==> src/rtl/ternary_neuron_seq.sv <==
// rtl/ternary_neuron_seq.sv - sequential ternary-weight neuron: streams N_IN samples, emits a saturated sum.
// Optional macro TERNARY_NEURON_RELU_EN clamps negative results to zero.
module ternary_neuron_seq #(
    parameter  int N_IN  = 8,
    parameter  int IN_W  = 8,
    parameter  int OUT_W = 8,
    localparam int IDX_W = $clog2(N_IN),
    localparam int ACC_W = IN_W + $clog2(N_IN) + 1
) (
    input  logic                    clk,
    input  logic                    reset,
    input  logic                    w_we,
    input  logic [IDX_W-1:0]        w_addr,
    input  logic [1:0]              w_data,
    input  logic                    in_valid,
    output logic                    in_ready,
    input  logic signed [IN_W-1:0]  in_data,
    input  logic                    abort,
    output logic                    out_valid,
    input  logic                    out_ready,
    output logic signed [OUT_W-1:0] out_data,
    output logic                    busy
);

    localparam int CMP_W = (ACC_W > OUT_W) ? ACC_W : OUT_W;
    localparam logic signed [CMP_W-1:0] SAT_MAX = {{(CMP_W-OUT_W+1){1'b0}}, {(OUT_W-1){1'b1}}};
    localparam logic signed [CMP_W-1:0] SAT_MIN = {{(CMP_W-OUT_W+1){1'b1}}, {(OUT_W-1){1'b0}}};

    typedef enum logic {ACC, DONE} state_t;

    state_t                   state_q, state_d;
    logic signed [ACC_W-1:0]  acc_q, acc_d;
    logic [IDX_W-1:0]         idx_q, idx_d;
    logic [1:0]               weights [N_IN];
    logic                     started_q;
    logic                     load_out;
    logic                     accept;
    logic                     last_beat;
    logic [1:0]               weight_cur;
    logic signed [ACC_W-1:0]  in_ext;
    logic signed [CMP_W-1:0]  acc_x;
    logic signed [OUT_W-1:0]  result;

    // started_q keeps in_ready low until the first edge after reset release
    assign in_ready   = started_q && (state_q == ACC);
    assign out_valid  = (state_q == DONE);
    assign busy       = (idx_q != '0) || (state_q == DONE);
    assign accept     = in_valid && in_ready && !abort;
    assign last_beat  = (idx_q == IDX_W'(N_IN - 1));
    assign weight_cur = weights[idx_q];
    assign in_ext     = ACC_W'(in_data);

    always_comb begin
        state_d  = state_q;
        acc_d    = acc_q;
        idx_d    = idx_q;
        load_out = 1'b0;
        if (abort) begin
            state_d = ACC;
            acc_d   = '0;
            idx_d   = '0;
        end else begin
            case (state_q)
                ACC: begin
                    if (accept) begin
                        case (weight_cur)
                            2'b01:   acc_d = acc_q + in_ext;
                            2'b11:   acc_d = acc_q - in_ext;
                            default: acc_d = acc_q;
                        endcase
                        if (last_beat) begin
                            idx_d    = '0;
                            state_d  = DONE;
                            load_out = 1'b1;
                        end else begin
                            idx_d = idx_q + IDX_W'(1);
                        end
                    end
                end
                DONE: begin
                    if (out_ready) begin
                        state_d = ACC;
                        acc_d   = '0;
                    end
                end
                default: state_d = ACC;
            endcase
        end
    end

    // Saturate the final sum that is about to be captured into out_data
    assign acc_x = CMP_W'(acc_d);

    always_comb begin
        result = '0;
        if (acc_x > SAT_MAX) begin
            result = SAT_MAX[OUT_W-1:0];
        end else if (acc_x < SAT_MIN) begin
            result = SAT_MIN[OUT_W-1:0];
        end else begin
            result = acc_x[OUT_W-1:0];
        end
`ifdef TERNARY_NEURON_RELU_EN
        if (result < 0) begin
            result = '0;
        end
`endif
    end

    always_ff @(posedge clk or negedge reset) begin
        if (!reset) begin
            state_q   <= ACC;
            acc_q     <= '0;
            idx_q     <= '0;
            started_q <= 1'b0;
            out_data  <= '0;
        end else begin
            state_q   <= state_d;
            acc_q     <= acc_d;
            idx_q     <= idx_d;
            started_q <= 1'b1;
            if (load_out) begin
                out_data <= result;
            end
        end
    end

    // Non-blocking write means a beat in the same cycle reads the old weight
    always_ff @(posedge clk or negedge reset) begin
        if (!reset) begin
            for (int i = 0; i < N_IN; i++) begin
                weights[i] <= 2'b00;
            end
        end else if (w_we && ({{(32-IDX_W){1'b0}}, w_addr} < 32'(N_IN))) begin
            weights[w_addr] <= w_data;
        end
    end

endmodule

==> config.mk <==
export PLATFORM = sky130hd
export DESIGN_NAME = ternary_neuron_seq
export DESIGN_NICKNAME = d
export VERILOG_FILES = /design/src/rtl/ternary_neuron_seq.sv
export SDC_FILE = /design/constraint.sdc
export NUM_CORES = 1
export LEC_CHECK = 0
export CELL_PAD_IN_SITES_DETAIL_PLACEMENT = 1
export CELL_PAD_IN_SITES_GLOBAL_PLACEMENT = 2
export CORE_ASPECT_RATIO = 0.75
export CORE_MARGIN = 2
export CORE_UTILIZATION = 30
export CTS_BUF_LIST = sky130_fd_sc_hd__clkbuf_16
export CTS_CLUSTER_DIAMETER = 200
export DETAILED_ROUTE_END_ITERATION = 6
export PLACE_DENSITY = 0.76
export SYNTH_ARGS = -nofsm -noshare
export SYNTH_HDL_FRONTEND = slang
export SYNTH_SLANG_ARGS = --single-unit
export TNS_END_PERCENT = 20
==> constraint.sdc <==
create_clock -name clk -period 8.4 [get_ports clk]
set_input_delay 2.1 -clock clk [delete_from_list [all_inputs] [get_ports clk]]
set_output_delay 2.1 -clock clk [all_outputs]
set_load 0.05 [all_outputs]
Word level (Yosys, flattened, before mapping)
Cells that the tools add are included.

Output and inout port bits: 11. Logic and storage cells: 61. Register bits: 41.

Mux-type cells: 24. Reductions and logical operators: 9. Add/sub/neg operators: 3. Equal/unequal tests: 4. Bitwise gates (word level): 3. $lt $le $gt $ge: 5.

Operators with widths (count): $pmux 12 s2 (2); $mux 12 (3); $bwmux 16 (1); $mux 8 (2); $add 12x8->12 (1); $gt 12x8->1 const B (1); $lt 12x8->1 const B (1); $mux 3 (4); $sub 12x8->12 (1); $ge 4x4->1 const B (2); $not 3->4 (2); $bmux 2 s3 (1); $demux 2 s3 (1); $mux 1 (6); $mux 2 (3); $logic_and 1x1->1 (4); $lt 4x1->1 const B (1); $add 3x1->3 const B (1); $eq 3x3->1 const B (1); $reduce_bool 3->1 (1); $eq 2x1->1 const B (1); $eq 2x2->1 const B (1); $ne 2x2->1 const B (1); $pmux 1 s2 (1); 5 further kinds (5).

Depth between registers and ports, before layout
Word-level depth: 12. Gate-level depth with buffers: 16.

Least setup slack after synthesis
Ideal clock, no wire load.

Kind: in2reg. Start: input port in_data[0]. End: register out_data[4]. Data arrival time: 4.800 ns. Setup time: 0.145 ns. Buffers on the path: 0. Data required time: 8.255 ns. Stages: 12. Setup slack: 3.455 ns. Cell sequence: inv_1 ha_1 mux2_2 fa_1 nand2b_1 a21oi_1 nor3_1 or3b_2 a31o_1 or3b_1 nand4_2 o211ai_1.

Cells in the longest elaborated chain, start to end: 8. Elaborated cells on any way between the ends: 10. Those cells by class: 2 x add/sub; 2 x order compare; 6 x mux.

Ends and longest elaborated chain: from (decl) (RTL line 17) `input logic signed [IN_W-1:0] in_data,`; $sub 12x8->12 or $add 12x8->12 (tied branches) (RTL line 68, 67); $pmux 12 s2 * (RTL line 66) `case (weight_cur)`; $mux 12 * (RTL line 65) `if (accept) begin`; $pmux 12 s2 * (RTL line 63) `case (state_q)`; $mux 12 * (RTL line 58) `if (abort) begin`; via acc_d[10] (RTL line 32) `logic signed [ACC_W-1:0] acc_q, acc_d;`; $lt 12x8->1 (RTL line 98) `end else if (acc_x < SAT_MIN) begin`; $mux 8 (RTL line 98); $mux 8 * (RTL line 96) `if (acc_x > SAT_MAX) begin`; to (signal assigned) (RTL line 123) `out_data <= result;`; to (decl) (RTL line 21) `output logic signed [OUT_W-1:0] out_data,`.

The timed path passes the listed nets; every way through them passes the cells marked *. A chain may end at the register's enable or synchronous reset.

Final worst setup path
Start: input port in_data[2]. End: register out_data[2].

Same word-level chain as after synthesis.

==> impl_metrics.py <==
metrics = {
    "logic_synthesis": {
        "synth_area_um2": 2680,
        "synth-seq-cells": 41,
        "yosys.cell_types.count": 48,
        "synthSimpleGateAreaFrac_pct": 20.3,
        "synth_flop_cell": "dfrtp_1",
        "synthAdderAreaFrac_pct": 7.75,
        "synth_xor_area_share_pct": 3.59,
        "async_flop_share_pct": 100,
        "synth_fp_nets": 313,
        "synth_compound_area_share_pct": 12.5,
        "synthCells": 278,
        "synth_warnings": 0,
        "synth_top_family_by_area": "simple AND/OR/NAND/NOR gates",
        "ys_seq_area_share_pct": 38.3,
        "synth-edff-count": 0,
        "muxShareOfSynthArea_pct": 13.7,
        "avgSynthCellArea_um2": 9.64,
    },
    "floorplanning": {
        "start_util_pct": 31.3,
        "dieArea_um2": 9710,
        "core_area_um2": 8560,
        "die_w_um": 113,
        "rows": 29,
        "die_y_um": 85.9,
        "ios": 30,
    },
    "sta": {
        "fin_crit_sh_pct": 67.9,
        "maxSlewViolCount": 0,
        "setup_viol": 0,
        "finalHoldViolations": 0,
        "skew_ns": 0.00849,
        "fin_setup_tns_ns": 0,
        "slew_headroom_pct": 36.5,
        "max_slew.worst_pin.slew_ns": 0.953,
        "rsz0062_at_grt": "no",
        "fin_crit_ns": 5.70,
        "fmax_mhz": 175,
    },
    "critical_path": {
        "critPathLaunchType": "primary input",
        "endpoint_kind": "flop",
        "r2r.worst_path.cells": 12,
        "crit_type": "primary input to flop",
        "crit_slowest_cell": "a32oi_1",
        "crit_fanout": 7,
        "crit_top_cell": "o21ai_0",
        "crit_chain": "clkdlybuf4s50_1 > nor3_1 > nor4bb_1 > nor2_1 > xnor2_1 > ha_1 > o21ai_0 > o21ai_0 > o21ai_0 > or3b_2 > a31o_1 > a32oi_1 > o211ai_1",
        "reg2reg_to": "out_data[2]",
        "critPathTopFamily": "compound AO/OA/AOI/OAI gates",
        "reg2reg_slack_ns": 3.60,
        "worstPathArrival_ns": 5.83,
        "critical_path_required_ns": 8.53,
        "path_depth": 13,
        "crit-reg2reg-launch": "idx_q[2]",
        "cp_num_buf_inv": 1,
        "crit_path_max_incr_delay_ns": 0.59,
    },
    "clock_tree": {
        "cts_buffers": 5,
        "cts_root_buf": "clkbuf_16",
        "postCtsSetupBuffers": 0,
        "htreeDepth": 2,
        "clkTransAtPathRegs_ns": 0.06,
        "cts_tree": "built",
        "clock_latency_ns": 0.28,
        "cts_resized": 0,
        "ctsHoldBuffers": 0,
        "clkSinkCount": 41,
        "cts_buffer_depth": 2,
    },
    "placement": {
        "gp_congestion": 0.806,
        "dp_hpwl_um": 5110,
        "io_buffer_count": 29,
        "dp_cells": 409,
    },
    "detailed_routing": {
        "firstDrtPassIters": 6,
        "drc": 1,
        "ant_nets": 0,
        "routedWlPerCell_um": 15.5,
        "detail_route.iter0.violations": 84,
        "wirelength_um": 6480,
        "routed_via_density": 5.13,
        "via_count": 2141,
    },
    "pwr": {
        "switching_share_pct": 28.9,
        "p_comb_share_pct": 26.9,
        "pwr-share-seq_pct": 37.7,
        "p_clk_share_pct": 35.4,
        "p_per_area_nw_per_um2": 191,
        "p_int_uw": 436,
        "leakage_nw": 1.38,
        "power_switching_uw": 178,
        "ir_drop_v": 0.0000811,
    },
    "status": {
        "violations": "DRC",
        "status": "complete, but fails checks",
    },
    "layout": {
        "fin_nets": 343,
        "area_growth_pct": 19.7,
        "fillers": 991,
        "final_cells": 417,
        "diodes": 0,
        "drive_gt1_share_pct": 10.7,
    },
    "global_routing": {
        "grt_usage_pct": 14.3,
        "first_global_vias": 2238,
        "grt_max_degree": 42,
        "antenna_found_initial": 0,
        "overflow": 0,
        "grt_pass1_wl_um": 11100,
    },
    "worst_hold_path": {
        "min_from": "weights[5]",
        "worstHoldPathCells": 1,
        "holdPathEnd": "weights[5]",
        "hold_class": "flop to flop",
    },
    "flow_run": {
        "drv_cap": 0,
    },
}
==> kinds of logic (layout without fill, tap and decap cells) <==
kind of cell / after synthesis / count (layout)
buffers and inverters: 16 / 47
adders and majority gates: 16 / 16
and+or+nand+nor: 109 / 109
xor gates and xnor gates: 11 / 11
other: 1 / 1
muxes: 32 / 32
DFF: 41 / 41
AOI/OAI and AO/OA: 52 / 52
==> metrics by stage <==
| step | area, um^2 | worst slack (ns) | power (mW) | hold slack [ns] | util, % |
|---|---|---|---|---|---|
| after floorplan | 2680 | 3.46 | 0.353 | 0.479 | - |
| after global placement | 3040 | 2.51 | 0.397 | 0.487 | 35.5 |
| after detailed placement | 3040 | 2.42 | 0.401 | 0.498 | 35.5 |
| after CTS | 3210 | 2.70 | 0.621 | 0.511 | 37.4 |
| after global routing | 3210 | 2.47 | 0.653 | 0.533 | 37.4 |
| final | 3210 | 2.70 | 0.614 | 0.508 | 37.4 |
==> layout make-up <==
type	count	area [um^2]	area share [%]
inverters	9	33.8	1.05
well taps	108	135	4.21
repair buffers	30	293	9.13
clock buffers	5	125	3.90
flip-flops and latches	41	1030	32.0
multi-input cells	221	1550	48.4
clock inverters	3	42.5	1.33
==> synth_stat cells (4+ instances only) <==
library cell  count  area (um^2)
o21ai_0          12         60.1
nand2_1          27          101
nand3_1           4         20.0
nor3_1           15         75.1
dfrtp_1          41         1030
mux2i_1          13          130
ha_1             15          188
a21oi_1          13         65.1
o211ai_1          8         60.1
xnor2_1          10         87.6
mux2_2           17          191
nand2b_1          5         31.3
inv_1             9         33.8
nor2_1           34          128
==> registers in the layout (all words and copies together), names as in the netlist <==
name and flops:
out_data 8, acc_q 12, out_valid 1, weights 16, idx_q 3, started_q 1
==> worst max-delay path by stage <==
stage,from,end,slack (ns)
finish,in_data[2],out_data[2],2.70
CTS,in_data[2],out_data[2],2.70
floorplan,in_data[0],out_data[4],3.46
global route,in_data[2],out_data[2],2.47
detailed placement,in_data[2],out_data[2],2.42
global placement,in_data[0],out_data[0],2.51
==> placed cells by master (no fill, tap or decap), types with 3 or more instances in the layout <==
cell / count
dfrtp_1: 41
nor2_1: 34
clkdlybuf4s50_1: 28
nand2_1: 27
mux2_2: 17
nor3_1: 15
ha_1: 15
mux2i_1: 13
a21oi_1: 13
o21ai_0: 12
inv_1: 10
xnor2_1: 10
o211ai_1: 8
nand2b_1: 5
clkbuf_16: 5
nand3_1: 4
or3_1: 3
a31o_1: 3
nand4b_1: 3
==> power groups by stage <==
stage	clock network [mW]	logic, mW	registers, mW
6_report	0.217	0.165	0.231
5_1_grt	0.232	0.186	0.234
4_1_cts	0.222	0.168	0.231
3_5_place_dp	0	0.167	0.235
3_3_place_gp	0	0.163	0.234
2_1_floorplan	0	0.123	0.230
==> metal layers <==
layer	vias up	global-route usage [%]	part of all wire, %
met2	17	21.2	43
met4	0	3.66	0.88
met1	1053	21.4	54
li1	1064	-	-
met3	7	2.76	2.3
met5	-	0	0
(Power assumes the default switching activity.)
